`src/rtl/ws_frame_sched.sv`:
```
// ws_frame_sched: fixed-priority frame scheduler in front of the ws2812b driver.
// Requesters 0 (challenge), 1 (opener), 2 (error flash); bit 2 wins.
// The winning frame is latched and sent once with a LOAD/DONE handshake.
// It is then held for a minimum dwell and re-sent after a long idle period.
// Optional statistics outputs are compiled in with FRAME_SCHED_STATS_EN.
module ws_frame_sched #(
    parameter int HOLD_CYCLES    = 1000,
    parameter int REFRESH_CYCLES = 500000,
    parameter int TIMEOUT_CYCLES = 100000
) (
    input  logic         CLK,
    input  logic         RESET,
    input  logic [2:0]   REQ,
    input  logic [255:0] FRAME0,
    input  logic [255:0] FRAME1,
    input  logic [255:0] FRAME2,
    output logic [2:0]   GNT,
    output logic [1:0]   OWNER,
    output logic [255:0] W_OUT,
    output logic         LOAD,
    input  logic         DONE,
    output logic         TIMEOUT
`ifdef FRAME_SCHED_STATS_EN
    ,
    output logic [15:0]  FRAME_CNT,
    output logic [7:0]   PREEMPT_CNT
`endif
);

    localparam int HW = $clog2(HOLD_CYCLES + 1);
    localparam int RW = $clog2(REFRESH_CYCLES + 1);
    localparam int TW = $clog2(TIMEOUT_CYCLES + 1);

    localparam logic [HW-1:0] HOLD_LAST    = HW'(HOLD_CYCLES - 1);
    localparam logic [RW-1:0] REFRESH_LAST = RW'(REFRESH_CYCLES - 1);
    localparam logic [TW-1:0] TMO_LAST     = TW'(TIMEOUT_CYCLES - 1);

    typedef enum logic [2:0] {
        S_IDLE = 3'd0,
        S_ARB  = 3'd1,
        S_LOAD = 3'd2,
        S_SEND = 3'd3,
        S_HOLD = 3'd4
    } state_t;

    state_t          state_r;
    state_t          state_s;
    logic [HW-1:0]   hold_cnt_r;
    logic [RW-1:0]   refresh_cnt_r;
    logic [TW-1:0]   tmo_cnt_r;
    // Set by reset so the blank frame is pushed to the driver once after release.
    logic            init_r;

    logic [1:0]      winner_s;
    logic [255:0]    winner_frame_s;
    logic [255:0]    owner_frame_s;
    logic            preempt_s;
    logic            refresh_due_s;
    logic            tmo_hit_s;
    logic            hold_done_s;

    // Frame of a requester index; index 3 (none) selects the blank frame.
    function automatic logic [255:0] sel_frame(input logic [1:0] idx,
                                               input logic [255:0] f0,
                                               input logic [255:0] f1,
                                               input logic [255:0] f2);
        logic [255:0] f;
        case (idx)
            2'd0:    f = f0;
            2'd1:    f = f1;
            2'd2:    f = f2;
            default: f = 256'd0;
        endcase
        return f;
    endfunction

    // One-hot grant vector for an owner index; index 3 grants nobody.
    function automatic logic [2:0] owner_to_gnt(input logic [1:0] idx);
        logic [2:0] g;
        case (idx)
            2'd0:    g = 3'b001;
            2'd1:    g = 3'b010;
            2'd2:    g = 3'b100;
            default: g = 3'b000;
        endcase
        return g;
    endfunction

    // Fixed-priority winner and the conditions the FSM reacts to.
    always_comb begin
        winner_s = 2'd3;
        if (REQ[2]) begin
            winner_s = 2'd2;
        end else if (REQ[1]) begin
            winner_s = 2'd1;
        end else if (REQ[0]) begin
            winner_s = 2'd0;
        end else begin
            winner_s = 2'd3;
        end
        winner_frame_s = sel_frame(winner_s, FRAME0, FRAME1, FRAME2);
        owner_frame_s  = sel_frame(OWNER, FRAME0, FRAME1, FRAME2);
        case (OWNER)
            2'd0:    preempt_s = REQ[2] | REQ[1];
            2'd1:    preempt_s = REQ[2];
            2'd2:    preempt_s = 1'b0;
            default: preempt_s = |REQ;
        endcase
        refresh_due_s = (refresh_cnt_r == REFRESH_LAST);
        tmo_hit_s     = (tmo_cnt_r == TMO_LAST);
        hold_done_s   = (hold_cnt_r == HOLD_LAST);
    end

    // Next-state logic of the scheduling FSM.
    always_comb begin
        state_s = state_r;
        case (state_r)
            S_IDLE: begin
                if (init_r || (winner_s != OWNER) ||
                    (owner_frame_s != W_OUT) || refresh_due_s) begin
                    state_s = S_ARB;
                end else begin
                    state_s = S_IDLE;
                end
            end
            S_ARB:  state_s = S_LOAD;
            S_LOAD: state_s = S_SEND;
            S_SEND: begin
                // DONE on the final timeout cycle still counts as DONE.
                if (DONE || tmo_hit_s) begin
                    state_s = S_HOLD;
                end else begin
                    state_s = S_SEND;
                end
            end
            S_HOLD: begin
                if (preempt_s) begin
                    state_s = S_ARB;
                end else if (hold_done_s) begin
                    state_s = S_IDLE;
                end else begin
                    state_s = S_HOLD;
                end
            end
            default: state_s = S_IDLE;
        endcase
    end

    // State register.
    always_ff @(posedge CLK or posedge RESET) begin
        if (RESET) begin
            state_r <= S_IDLE;
        end else begin
            state_r <= state_s;
        end
    end

    // Dwell, refresh and timeout counters; each clears when its state is left.
    always_ff @(posedge CLK or posedge RESET) begin
        if (RESET) begin
            hold_cnt_r    <= {HW{1'b0}};
            refresh_cnt_r <= {RW{1'b0}};
            tmo_cnt_r     <= {TW{1'b0}};
        end else begin
            if (state_r == S_HOLD && state_s == S_HOLD) begin
                hold_cnt_r <= hold_cnt_r + HW'(1);
            end else begin
                hold_cnt_r <= {HW{1'b0}};
            end
            if (state_r == S_IDLE && state_s == S_IDLE) begin
                refresh_cnt_r <= refresh_cnt_r + RW'(1);
            end else begin
                refresh_cnt_r <= {RW{1'b0}};
            end
            if (state_r == S_SEND && state_s == S_SEND) begin
                tmo_cnt_r <= tmo_cnt_r + TW'(1);
            end else begin
                tmo_cnt_r <= {TW{1'b0}};
            end
        end
    end

    // Latch the winning frame and ownership during arbitration.
    always_ff @(posedge CLK or posedge RESET) begin
        if (RESET) begin
            W_OUT  <= 256'd0;
            OWNER  <= 2'd3;
            GNT    <= 3'b000;
            init_r <= 1'b1;
        end else if (state_r == S_ARB) begin
            W_OUT  <= winner_frame_s;
            OWNER  <= winner_s;
            GNT    <= owner_to_gnt(winner_s);
            init_r <= 1'b0;
        end else begin
            W_OUT  <= W_OUT;
            OWNER  <= OWNER;
            GNT    <= GNT;
            init_r <= init_r;
        end
    end

    // Registered LOAD pulse (high exactly in the LOAD state) and sticky TIMEOUT.
    always_ff @(posedge CLK or posedge RESET) begin
        if (RESET) begin
            LOAD    <= 1'b0;
            TIMEOUT <= 1'b0;
        end else begin
            LOAD <= (state_s == S_LOAD);
            if (state_r == S_SEND && !DONE && tmo_hit_s) begin
                TIMEOUT <= 1'b1;
            end else begin
                TIMEOUT <= TIMEOUT;
            end
        end
    end

`ifdef FRAME_SCHED_STATS_EN
    // Saturating counts of completed frames and HOLD preemptions.
    always_ff @(posedge CLK or posedge RESET) begin
        if (RESET) begin
            FRAME_CNT   <= 16'd0;
            PREEMPT_CNT <= 8'd0;
        end else begin
            if (state_r == S_SEND && DONE && FRAME_CNT != 16'hFFFF) begin
                FRAME_CNT <= FRAME_CNT + 16'd1;
            end else begin
                FRAME_CNT <= FRAME_CNT;
            end
            if (state_r == S_HOLD && preempt_s && PREEMPT_CNT != 8'hFF) begin
                PREEMPT_CNT <= PREEMPT_CNT + 8'd1;
            end else begin
                PREEMPT_CNT <= PREEMPT_CNT;
            end
        end
    end
`endif

endmodule
```
`config.mk`:
```
export PLATFORM = sky130hd
export DESIGN_NAME = ws_frame_sched
export DESIGN_NICKNAME = d
export VERILOG_FILES = /design/src/rtl/ws_frame_sched.sv
export SDC_FILE = /design/constraint.sdc
export NUM_CORES = 1
export LEC_CHECK = 0
export BUFFER_PORTS_ARGS = -buffer_cell sky130_fd_sc_hd__buf_2
export CAP_MARGIN = 20
export CORE_AREA = 2 2 404 406
export DETAILED_ROUTE_END_ITERATION = 8
export DIE_AREA = 0 0 406 408
export SETUP_SLACK_MARGIN = 0.5
export SYNTH_ARGS = -nofsm -noshare
export SYNTH_HDL_FRONTEND = slang
export SYNTH_SLANG_ARGS = --single-unit
```
`constraint.sdc`:
```
create_clock -name CLK -period 15.95 [get_ports CLK]
set_input_delay 2.3925 -clock CLK [delete_from_list [all_inputs] [get_ports CLK]]
set_output_delay 2.3925 -clock CLK [all_outputs]
set_load 0.1 [all_outputs]
```
==> results of run 1 <==
[sequential cells by signal, summed over array words and instances (netlist names)]
| signal | cells |
|---|---|
| tmo_cnt_r | 17 |
| hold_cnt_r | 10 |
| LOAD | 1 |
| refresh_cnt_r | 19 |
| OWNER | 2 |
| GNT | 3 |
| TIMEOUT | 1 |
| state_r | 3 |
| init_r | 1 |
| W_OUT | 256 |
[routing by layer]
metal | up-vias | track usage | part of all wire
li1 | 12840 | - | -
met1 | 14620 | 0.2937 | 0.41
met2 | 1687 | 0.3848 | 0.46
met3 | 349 | 0.06000 | 0.082
met4 | 52 | 0.08678 | 0.044
met5 | - | 0 | 0.0017
[power by group]
group | switching (mW) | internal (mW) | leakage (nW) | total [mW]
Clock | 0.471 | 0.633 | 0.767 | 1.10
Combinational | 5.12 | 1.34 | 9.70 | 6.45
Sequential | 0.416 | 1.11 | 4.01 | 1.52
Total | 6.00 | 3.08 | 14.5 | 9.08
[kinds of logic (layout without fill, tap and decap cells)]
logic type	Yosys count	count (layout)	synth area share
other	0	41	0
muxes	255	255	0.1043
DFF	313	313	0.3190
buffers and inverters	315	1248	0.05720
adders and majority gates	3	3	0.001528
AOI/OAI and AO/OA	1117	1117	0.3031
and+or+nand+nor	715	715	0.1293
xor gates and xnor gates	240	240	0.08557
[synth_stat cells (15+ instances only)]
| cell | n | area, um^2 |
|---|---|---|
| sky130_fd_sc_hd__nor4_1 | 26 | 162.7 |
| sky130_fd_sc_hd__o2bb2ai_1 | 148 | 1296 |
| sky130_fd_sc_hd__o21ai_0 | 401 | 2007 |
| sky130_fd_sc_hd__nand4_1 | 52 | 325.3 |
| sky130_fd_sc_hd__dfrtp_1 | 310 | 7757 |
| sky130_fd_sc_hd__buf_2 | 34 | 170.2 |
| sky130_fd_sc_hd__clkbuf_1 | 177 | 664.4 |
| sky130_fd_sc_hd__a221o_1 | 131 | 1311 |
| sky130_fd_sc_hd__xnor2_1 | 202 | 1769 |
| sky130_fd_sc_hd__xor2_1 | 38 | 332.8 |
| sky130_fd_sc_hd__o221ai_1 | 22 | 192.7 |
| sky130_fd_sc_hd__buf_1 | 28 | 105.1 |
| sky130_fd_sc_hd__o22ai_1 | 34 | 212.7 |
| sky130_fd_sc_hd__nand2_1 | 289 | 1085 |
| sky130_fd_sc_hd__nand3b_1 | 15 | 112.6 |
| sky130_fd_sc_hd__inv_1 | 46 | 172.7 |
| sky130_fd_sc_hd__nand3_1 | 19 | 95.09 |
| sky130_fd_sc_hd__mux2i_1 | 247 | 2472 |
| sky130_fd_sc_hd__nor2_1 | 242 | 908.4 |
| sky130_fd_sc_hd__a21oi_1 | 189 | 945.9 |
| sky130_fd_sc_hd__a22oi_1 | 134 | 1006 |
[worst max-delay path: cells and delay by family (launching register included)]
family,cells,cell delay [ps]
AOI/OAI and AO/OA,2,1120
DFF,1,850
buffers and inverters,4,1930
and+or+nand+nor,6,2200
muxes,1,210
[cells in the final DEF (no fill, tap or decap), types with 8 or more instances in the layout]
cell	n
sky130_fd_sc_hd__nor2_1	242
sky130_fd_sc_hd__mux2i_1	247
sky130_fd_sc_hd__nor3_1	11
sky130_fd_sc_hd__o2bb2ai_1	148
sky130_fd_sc_hd__buf_2	1036
sky130_fd_sc_hd__dfrtp_1	310
sky130_fd_sc_hd__xnor2_1	201
sky130_fd_sc_hd__inv_1	44
sky130_fd_sc_hd__nand2_1	289
sky130_fd_sc_hd__o21ai_1	8
sky130_fd_sc_hd__diode_2	41
sky130_fd_sc_hd__o221ai_1	22
sky130_fd_sc_hd__a221oi_1	8
sky130_fd_sc_hd__clkinv_2	9
sky130_fd_sc_hd__buf_4	73
sky130_fd_sc_hd__a22oi_1	134
sky130_fd_sc_hd__nand2b_1	9
sky130_fd_sc_hd__o22ai_1	34
sky130_fd_sc_hd__and3_1	10
sky130_fd_sc_hd__o21ai_0	401
sky130_fd_sc_hd__a221o_1	131
sky130_fd_sc_hd__a21oi_1	188
sky130_fd_sc_hd__nor4_1	24
sky130_fd_sc_hd__xor2_1	38
sky130_fd_sc_hd__clkbuf_16	48
sky130_fd_sc_hd__nand4_1	52
sky130_fd_sc_hd__nand3_1	19
sky130_fd_sc_hd__nand3b_1	15
sky130_fd_sc_hd__clkbuf_8	11
sky130_fd_sc_hd__nor2b_1	8
[worst max-delay path by stage]
stage / to / from / cells past startpoint
global placement: refresh_cnt_r[2] / OWNER[0] / 12
floorplan: GNT[0] / RESET / 1
global route: refresh_cnt_r[2] / OWNER[0] / 13
finish: refresh_cnt_r[2] / OWNER[0] / 13
detailed placement: refresh_cnt_r[2] / OWNER[0] / 12
CTS: refresh_cnt_r[2] / OWNER[0] / 12
[per-stage QoR]
step | std cells | util | total power [mW]
3_5_place_dp | 5982 | 0.1979 | 8.083
4_1_cts | 6065 | 0.2074 | 9.227
2_1_floorplan | 2958 | - | 5.439
5_1_grt | 6092 | 0.2078 | 9.435
6_report | 6107 | 0.2081 | 9.080
3_3_place_gp | 5972 | 0.1972 | 8.019
[cell type report]
cell class / instances / area, um^2 / share of cell area
repair buffers: 1117 / 5861 / 0.1742
multi-input cells: 2330 / 15370 / 0.4570
well taps: 2175 / 2721 / 0.08090
clock inverters: 17 / 163.9 / 0.004873
clock buffers: 66 / 1379 / 0.04099
diodes: 41 / 102.6 / 0.003050
inverters: 48 / 192.7 / 0.005728
flip-flops and latches: 313 / 7844 / 0.2332
==> run metrics, run 1 <==
Worst R2R End refresh_cnt_r[2]; aggregate global routing overflow 0; Hold Path Sink TIMEOUT; count of cells along the worst register-to-register path 13; instance count of the mapped netlist 2958; Cells on Worst Hold Path 1; part of the cycle the worst path needs 0.4130; TritonCTS clock tree yes; number of distinct library cell variants in the gate-level netlist after synthesis 68; fraction of final layout cells with drive strength greater than 1 0.3148; WL final 202.6 mm; initial standard-cell utilization of the core 0.1520; RSZ-0062 raised after global routing false; via count of the first global-routing pass 28290; cell area after placement 31980 um^2; worst slack on hold paths 450.2 ps; Routed Antenna Nets 0; count of max-cap constraint violations 0; startpoint of the most critical hold path TIMEOUT; worst hold-check path type reg -> reg; number of standard-cell rows in the floorplan 148; placer's final routability congestion estimate 0.9524; IR Drop Worst-Case VDD 100.5 uV; cell-by-cell listing of the critical path buf_4, buf_12, buf_4, mux2i_1, o221ai_1, o2111ai_1, or3_1, nor4_1, buf_2, nand4_1, nor4_2, nand4b_4, nor2_1; clock-pin slew reported for the worst setup and hold paths after clock tree synthesis 60 ps; CP endpoint kind register; Initial DRT Pass Iterations 6; final hold vios 0; post-cts repair resize count 0; power density over the cells 269.9 nW/um^2; average footprint of a synthesized cell 8.305 um^2; number of buffers on the longest clock path 3; via total after detailed routing 29550; highest net fanout along the worst path 78; number of flops mapped to enable cells by yosys 0; count of clock tree sinks 313; Setup Crit Path Kind reg -> reg; post-synthesis sequential area ratio 0.3190; clock tree root buffer cell sky130_fd_sc_hd__clkbuf_16; slew at the pin closest to its max-slew limit 1152 ps; R2R Setup Slk 9360 ps; Ys Warns 0; Max Clock Skew 16.73 ps; area enclosed by the die boundary 165600 um^2; Critical Path Source Type register; Setup-failing EPs final 0; top_reg_cell synth sky130_fd_sc_hd__dfrtp_1; Post-Route Setup TNS 0 ps; via density per instance 4.839; critical-path cell with the highest stage delay sky130_fd_sc_hd__dfstp_4; maximum achievable frequency 151.8 MHz; pre-CTS worst setup slack 9313 ps; wire length per cell after detailed routing 33.17 um; number of remaining DRC errors 0; die width 406 um; post-route design area 33640 um^2; first-pass GRT wire length 263.2 mm; Final WS setup 9362 ps; static leakage power 14.47 nW; headroom to the max-slew limit 0.2318; Worst Path Arrival 7140 ps; vertical die dimension 408 um; number of hold-repair buffers added at the cts stage 0; min Tclk post-route 6588 ps; Final Max Slew Viols 0; H-tree depth 2; filler cell count in the final layout 18210; Clock Latency Late Sink 630 ps; post-detailed-placement half-perimeter wirelength 165.5 mm; source of the worst register-to-register timing path OWNER[0]; first-iteration detailed-routing DRC count 2892; TritonCTS Buffers 47; synthesized netlist net count 3735; cell area after synthesis 24570 um^2; GRT Total Usage 0.2345; # port buffers 1036; required time of the worst setup path 16500 ps; register bit total from synthesis 313; pin count of the biggest net entering global routing 104; post-synthesis to final-layout area growth 36.93%; area of the core region 161700 um^2; share of flip-flops with an asynchronous set or reset after synthesis 1.000; Final #Nets 4634; initial antenna violation count 103; # Post-CTS Setup Buffers 0; most frequent cell on the critical path sky130_fd_sc_hd__buf_4; critical path's largest stage delay 850 ps; result of the run complete, no violations; IO Count 1037
No activity file was read; power rests on OpenSTA's default activity.
==> run 2: changes to the inputs <==
- CORE_AREA: 2 2 404 406 -> 2 2 401 403
- DIE_AREA: 0 0 406 408 -> 0 0 403 405
- clock period: 15.95 -> 5.49 ns (I/O delays scaled with it)
==> run 2 against run 1 <==
Count of clock-buffer cells in the layout is 11 higher. Die area is 1.5% lower. Via count is 1.3% higher. Design area is 1.5% higher. Critical path type unchanged.
==> run metrics, run 2 (synthesized netlist as in run 1, its figures left out) <==
Worst Path Arrival 5270 ps (-1870 ps); aggregate global routing overflow 0 (unchanged); H-tree depth 2 (unchanged); WL final 206.2 mm (+1.8%); first-pass GRT wire length 266.9 mm (+1.4%); Routed Antenna Nets 0 (unchanged); die width 403 um (-0.74%); Final #Nets 4660 (+0.56%); vertical die dimension 405 um (-0.74%); number of standard-cell rows in the floorplan 147 (-0.68%); TritonCTS Buffers 50 (+6.4%); CP endpoint kind register; # port buffers 1036 (unchanged); pre-CTS worst setup slack 188.7 ps (-9124 ps); via density per instance 4.957 (+2.4%); TritonCTS clock tree yes; pin count of the biggest net entering global routing 165 (+59%); post-synthesis to final-layout area growth 38.96%; count of max-cap constraint violations 0 (unchanged); number of buffers on the longest clock path 3 (unchanged); via total after detailed routing 29930 (+1.3%); RSZ-0062 raised after global routing false; count of clock tree sinks 313 (unchanged); final standard cell utilization of the core 0.2143 (+0.006251); via count of the first global-routing pass 28280 (-0.025%); initial standard-cell utilization of the core 0.1542 (+0.002270); Worst Path Buf+Inv 2 (-2); first-iteration detailed-routing DRC count 3368 (+16%); Initial DRT Pass Iterations 8 (+2); flip-flop count of the largest register, all copies and words added 256 (unchanged); static leakage power 14.78 nW (+2.1%); GRT Total Usage 0.2410 (+0.006482); result of the run complete, no violations; critical path's largest stage delay 690 ps (-160 ps); Clock Latency Late Sink 660 ps (+30 ps); Reg with most FFs W_OUT; area of the core region 159300 um^2 (-1.5%); most used cells in the layout excluding fill and tap cells sky130_fd_sc_hd__buf_2 (1037), sky130_fd_sc_hd__o21ai_0 (401), sky130_fd_sc_hd__dfrtp_1 (310), sky130_fd_sc_hd__nand2_1 (289), sky130_fd_sc_hd__mux2i_1 (247); clock-pin slew reported for the worst setup and hold paths after clock tree synthesis 60 ps (about the same); number of remaining DRC errors 0 (unchanged); part of the cycle the worst path needs 0.8596 (+0.4466); highest net fanout along the worst path 44 (-44%); Max Clock Skew 31.12 ps (+14.39 ps); required time of the worst setup path 6040 ps (-10460 ps); critical-path cell with the highest stage delay sky130_fd_sc_hd__dfstp_4; final hold vios 0 (unchanged); maximum achievable frequency 211.9 MHz (+40%); power after layout 26.84 mW (+200%); cell family with the largest share of critical-path delay simple AND/OR/NAND/NOR gates; area enclosed by the die boundary 163200 um^2 (-1.5%); Final Max Slew Viols 0 (unchanged); IO Count 1037 (unchanged); wire length per cell after detailed routing 34.15 um (+2.9%); headroom to the max-slew limit 0.2365 (+0.004746); Final WS setup 770.7 ps (-8592 ps); slew at the pin closest to its max-slew limit 1137 ps (-15.29 ps); worst hold-check path type in -> async; IR Drop Worst-Case VDD 272.3 uV (+170%); Setup-failing EPs final 0 (unchanged); Placed Cells 5912 (-1.2%); Critical Path Source Type register; Top Registers W_OUT x256, refresh_cnt_r x19, tmo_cnt_r x17; post-detailed-placement half-perimeter wirelength 166.5 mm (+0.60%); Setup Crit Path Kind reg -> reg; leading cell type in the layout, fill and taps excluded sky130_fd_sc_hd__buf_2; fraction of final layout cells with drive strength greater than 1 0.3202 (+0.005334); placer's final routability congestion estimate 0.9838 (+3.3%); initial antenna violation count 139 (+35%); power density over the cells 786.2 nW/um^2 (+190%); cell-by-cell listing of the critical path nor2b_4, buf_12, buf_6, o2bb2ai_1, xor2_1, nor4_1, nand4_1, or4_1, nor4_2, nand4b_4, nor2_1; min Tclk post-route 4719 ps (-1868 ps); final instance count without filler cells 6039 (-1.1%); clock tree root buffer cell sky130_fd_sc_hd__clkbuf_16
==> run 2: path summary, 6_finish.rpt <==
path                          start          endpoint  slack [ps]  cells after the start
setup / recovery           OWNER[1]  refresh_cnt_r[3]         770                     11
hold / removal                RESET        W_OUT[201]         270                      2
setup reg to reg           OWNER[1]  refresh_cnt_r[3]         770                     11
hold reg to reg             TIMEOUT           TIMEOUT         460                      1
max in group asynchronous     RESET            GNT[2]        3900                      3
min in group CLK            TIMEOUT           TIMEOUT         460                      1
==> run 2: cell type report <==
class | instances | area (um^2)
fill | 17880 | 125100
multi-input combinational | 2330 | 15410
sequential | 313 | 7844
timing repair buffer | 1140 | 6235
tap | 2086 | 2610
clock buffer | 77 | 1546
clock inverter | 15 | 229.0
inverter | 48 | 188.9
antenna | 30 | 75.07
==> run 2: routing by layer <==
layer  vias up  GRT usage  routed length, um  part of all wire
li1      12910          -                  -                 -
met1     14650     0.2894              80140              0.39
met2      1774     0.3825              92990              0.45
met3       469    0.09138              21580              0.10
met4       138     0.1045              10630             0.052
met5         -          0                906            0.0044
==> run 2: where the power goes <==
part | switching (mW) | leakage (nW) | internal (mW)
Sequential | 1.13 | 4.01 | 3.22
Clock | 1.40 | 0.880 | 2.20
Combinational | 14.8 | 9.89 | 4.14
==> run 2: stage by stage <==
stage	cell area (um^2)	setup TNS (ps)	hold slack, ps
2_1_floorplan	24570	0	425.1
3_3_place_gp	32120	-7260	437.8
3_5_place_dp	32160	0	448.1
4_1_cts	33990	0	225.2
5_1_grt	34100	0	271.8
6_report	34140	0	267.0
==> run 2: what timing repair did <==
action	CTS	global route
gates resized for setup	4	2
hold buffers	0	0
cloned	0	0
setup endpoints to repair	20	19
setup buffers	1	2
pin swaps	0	1
